File: config.mk
export PLATFORM = sky130hd
export DESIGN_NAME = dff_counter_slice
export DESIGN_NICKNAME = d
export VERILOG_FILES = /design/src/rtl/qlf_slice_pkg.sv /design/src/rtl/slice_carry_cell.sv /design/src/rtl/dff_counter_slice.sv
export SDC_FILE = /design/constraint.sdc
export NUM_CORES = 1
export LEC_CHECK = 0
export ABC_AREA = 1
export CAP_MARGIN = 30
export CORE_UTILIZATION = 38
export CTS_BUF_LIST = sky130_fd_sc_hd__clkbuf_8
export DETAILED_ROUTE_END_ITERATION = 10
export PLACE_DENSITY_LB_ADDON = 0.08
export SLEW_MARGIN = 0
export SYNTH_ARGS = -nofsm -noshare
export SYNTH_HDL_FRONTEND = slang
export SYNTH_SLANG_ARGS = --single-unit
File: constraint.sdc
create_clock -name C -period 2.25 [get_ports C]
set_input_delay 0.5625 -clock C [delete_from_list [all_inputs] [get_ports C]]
set_output_delay 0.5625 -clock C [all_outputs]
set_load 0.005 [all_outputs]
File: src/rtl/qlf_slice_pkg.sv
// Shared definitions for the qlf_k6n10f register slice: operation encoding
// and the largest slice width the carry chain model is meant for.
package qlf_slice_pkg;

  localparam int SLICE_MAX_WIDTH = 32;

  typedef enum logic [1:0] {
    SLICE_HOLD  = 2'b00,
    SLICE_SHIFT = 2'b01,
    SLICE_UP    = 2'b10,
    SLICE_DOWN  = 2'b11
  } slice_mode_e;

endpackage

File: src/rtl/slice_carry_cell.sv
// One bit of the slice's ripple chain, same function as the library carry
// cell: propagate selects between carry-in and generate.
module slice_carry_cell (
  input  logic p,
  input  logic g,
  input  logic cin,
  output logic sumout,
  output logic cout
);

  assign sumout = p ^ cin;
  assign cout   = p ? cin : g;

endmodule

File: src/rtl/dff_counter_slice.sv
// WIDTH-bit register slice: register, shift register or up/down counter
// built on a per-bit carry chain. Sync reset/set, clock enable, parallel load.
// Build option: define QLF_SLICE_SATURATE_EN to make UP/DOWN stop at the
// bounds (CO held high on every blocked step) instead of wrapping.
// Intended for WIDTH in 1..SLICE_MAX_WIDTH.
module dff_counter_slice
  import qlf_slice_pkg::*;
#(
  parameter int               WIDTH   = 8,
  parameter logic [WIDTH-1:0] INIT    = '0,
  parameter logic [WIDTH-1:0] SET_VAL = '1
) (
  input  logic             C,
  input  logic             R,
  input  logic             S,
  input  logic             E,
  input  logic             L,
  input  logic [1:0]       MODE,
  input  logic [WIDTH-1:0] D,
  input  logic             SI,
  output logic [WIDTH-1:0] Q,
  output logic             SO,
  output logic             CO
);

  slice_mode_e      mode_dec;
  logic             is_down;
  logic [WIDTH-1:0] p_vec;
  logic [WIDTH-1:0] g_vec;
  logic [WIDTH-1:0] sum;
  logic [WIDTH:0]   carry;
  logic [WIDTH-1:0] shifted;
  logic [WIDTH-1:0] q_next;
  logic             co_next;

  assign mode_dec = slice_mode_e'(MODE);
  assign is_down  = (mode_dec == SLICE_DOWN);

  // UP adds zero with carry-in 1; DOWN adds all-ones with carry-in 0.
  // With b = 0 or all-ones, p = q ^ b and g = q & b.
  assign p_vec    = Q ^ {WIDTH{is_down}};
  assign g_vec    = Q & {WIDTH{is_down}};
  assign carry[0] = ~is_down;

  genvar i;
  generate
    for (i = 0; i < WIDTH; i++) begin : g_chain
      slice_carry_cell u_cell (
        .p      (p_vec[i]),
        .g      (g_vec[i]),
        .cin    (carry[i]),
        .sumout (sum[i]),
        .cout   (carry[i+1])
      );
    end
  endgenerate

  // Truncating cast keeps this valid for WIDTH=1 (Q <= SI).
  assign shifted = WIDTH'({Q, SI});

  // Next-state mux in priority order: R > S > !E > L > MODE.
  always_comb begin
    q_next  = Q;
    co_next = 1'b0;
    if (R) begin
      q_next = INIT;
    end else if (S) begin
      q_next = SET_VAL;
    end else if (!E) begin
      q_next = Q;
    end else if (L) begin
      q_next = D;
    end else begin
      unique case (mode_dec)
        SLICE_HOLD:  q_next = Q;
        SLICE_SHIFT: q_next = shifted;
        SLICE_UP: begin
          // Top carry-out is 1 exactly when Q is all-ones.
`ifdef QLF_SLICE_SATURATE_EN
          if (carry[WIDTH]) begin
            q_next  = Q;
            co_next = 1'b1;
          end else begin
            q_next  = sum;
          end
`else
          q_next  = sum;
          co_next = carry[WIDTH];
`endif
        end
        SLICE_DOWN: begin
          // Top carry-out is 0 exactly when Q is zero (borrow).
`ifdef QLF_SLICE_SATURATE_EN
          if (!carry[WIDTH]) begin
            q_next  = Q;
            co_next = 1'b1;
          end else begin
            q_next  = sum;
          end
`else
          q_next  = sum;
          co_next = ~carry[WIDTH];
`endif
        end
        default: q_next = Q;
      endcase
    end
  end

  // Q and CO registers; reset is folded into the next-state mux.
  always_ff @(posedge C) begin
    Q  <= q_next;
    CO <= co_next;
  end

  assign SO = Q[WIDTH-1];

endmodule

==> run metrics, run 1 <==
unrepaired setup endpoints after global routing true; core area 2002 µm²; hold slack 0.5396 ns; Routed WL 2554 µm; xor and xnor area share after synthesis 1.061%; post-DR wirelength/cell 11.93 µm; # setup viols final 0; die height 48.62 µm; skew final 0.003275 ns; antenna-violating nets left 0; Syn Area/Cell 6.401 µm²; register bit count reported by yosys 9; outcome finished clean; CTS Buf Count 3; PortBufs 25; final hold violations 0; DP HPWL 1772 µm; GRT Total Usage 21.24%; clk sink count 9; H-tree depth 1; Post-Synth Adder-Cell Area 1.515%; Mapped Cells 129; vias in the first global route 943; crit path max fanout 4; clock root buffer clkbuf_8; initial antenna violation count 0; I/O pins 26; post-synthesis compound-gate area fraction 24.70%; main combinational cell family by area after synthesis simple AND/OR/NAND/NOR gates; synth-to-layout area growth 72.12%; CTS tree done; post-synthesis mux area share 0%; critical path class input port to flop; pre-CTS WS -0.5307 ns; Placement Cell Area 1219 µm²; critical path arrival 2.32 ns; worst skew pair latency 0.23 ns; Util after Layout 71.00%; # fillers 166; Vias/cell 4.874; full die area 2363 µm²; Startpoint Class input port; simple-gate share of the synthesized area 38.64%; GRT Max-Usage Layer met2; die extent in x 48.62 µm; drt first pass iters 4; HP Class flop to flop; actual slew at the worst max-slew pin 0.2520 ns; Cells after DPL 195; global-route wire length before repair 4022 µm; top cell type's share of synthesized area 21.82%; antenna cells 0; initial drt markers 37; Max VDD drop 0.3485 mV; Max Cap Violations 0; fin area 1421 µm²; critical path required time 2.42 ns; Power Density 503.3 nW/µm²; met1 Use GR 27.05%; clock-pin slew on the worst setup and hold paths 0.05 ns; met2 Use GR 37.50%; worst setup margin 0.09313 ns; Via Count 1043; initial core utilization 41.25%; crit end category flop; post-synth top area cell dfxtp_1; GRT overflow 0; Area contributors post-synth dfxtp_1 (22%), nand2_1 (12%), a21oi_1 (11%); Non-Filler Instances 214; Post-Synthesis Cell Area 825.8 µm²; Final GP Congestion 0.8184; met3 global-route usage 2.201%; post-layout net count 205; Post-route DRC 0; fin. max-slew vios 0; LEAKAGE 0.6926 nW; final period utilization 95.86%; row count 16; post-synthesis sequential area ratio 21.82%; largest net degree at the start of global routing 17; syn_nets 146; layout cells sized above 1 33.16%; Max Freq 463.6 MHz; Clock Tree Buf Depth 2; relative slew slack 83.14%; crit path time final 2.157 ns; synth warn 0; Netlist cell types 24
==> cells in the final DEF, fill, tap and decap left out, types with 2 or more instances in the layout <==
master           instances
nand3_2                  2
nand2_4                  8
nand2_2                  7
inv_2                    2
dfxtp_1                  9
clkbuf_8                 3
nand2_1                 25
clkdlybuf4s50_1         23
nand3_1                  4
buf_4                   33
inv_1                   17
o21ai_0                  8
nor2_1                  10
a21oi_1                 18
a221oi_1                 4
==> synthesized netlist by cell type, drive strengths merged <==
master and number:
a21oi 19, a221oi 5, a22oi 1, a31oi 1, buf 2, clkbuf 2, clkinv 1, dfxtp 9
ha 1, inv 19, nand2 40, nand3 7, nand3b 1, nand4 1, nor2 10, o21a 1
o21ai 8, xor2 1
==> registers in the layout (all words and copies together) (netlist names) <==
register and flops:
CO 1, Q 8
==> final cells by class <==
class	instances	area [µm²]	area share (%)
Inverter	20	77.57	5.458
Multi-Input combinational cell	96	580.6	40.85
Clock buffer	3	41.29	2.905
Sequential cell	9	180.2	12.68
Clock inverter	1	3.754	0.2641
Tap cell	27	33.78	2.377
Timing Repair Buffer	58	504.2	35.48
==> worst max-delay path, stage by stage <==
cell and delay [ns]:
buf_8 0.10, nand2_4 0.07, inv_4 0.04, ha_4 0.27, nand3_4 0.07, nand2_2 0.09, nand3_2 0.08, nand2_2 0.08
nand2_2 0.06, nand2_2 0.08, nand2_4 0.06, nand2_4 0.08, nand2_4 0.05, nand2_4 0.07, nand2_4 0.05, nand2_4 0.08
nand2_4 0.06, nand2_2 0.06, nand2_1 0.04, nand3_1 0.05, nand2_1 0.06, a21oi_2 0.12
==> per-stage QoR <==
stage          total power [mW]  TNS [ns]
3_5_place_dp             0.4674    -2.728
4_1_cts                  0.6782         0
3_3_place_gp             0.4594    -2.334
2_1_floorplan            0.3453         0
6_report                 0.7153         0
5_1_grt                  0.7654  -0.04575
==> routing by layer <==
metal	wire, µm	vias up
met2	1299	25
li1	-	542
met1	1140	474
met5	0	-
met4	12	0
met3	102	2
==> worst paths after layout <==
| kind | startpoint | to | slack, ns | depth (start not counted) |
|---|---|---|---|---|
| setup / recovery | MODE[1] | Q[7] | 0.09 | 22 |
| hold / removal | Q[3] | Q[3] | 0.54 | 2 |
| setup reg to reg | Q[0] | Q[7] | 0.26 | 19 |
| hold reg to reg | Q[3] | Q[3] | 0.54 | 2 |
==> kinds of logic after synthesis <==
logic type / count (synthesis)
xor gates and xnor gates: 1
DFF: 9
adders and majority gates: 1
AOI/OAI and AO/OA: 35
buffers and inverters: 24
and+or+nand+nor: 59
==> power by group <==
group	switching, mW	internal [mW]
Clock	0.0628	0.119
Sequential	0.0137	0.174
Combinational	0.159	0.187
Total	0.235	0.480
==> timing repair <==
| action | 4_1_cts | 5_1_grt |
|---|---|---|
| pin swaps | 2 | 13 |
| hold buffers | 0 | 0 |
| buffers inserted | 7 | 8 |
| resized for setup | 8 | 13 |
| setup endpoints to repair | 6 | 6 |
Note: power is estimated with default switching activity, not from simulation.
==> inputs of run 2 (changes only) <==
Settings changed: CTS_CLUSTER_DIAMETER set to 80, GPL_ROUTABILITY_DRIVEN set to 0.
==> results of run 2 <==
The final DEF is identical to that of run 1; final timing and power are the same.
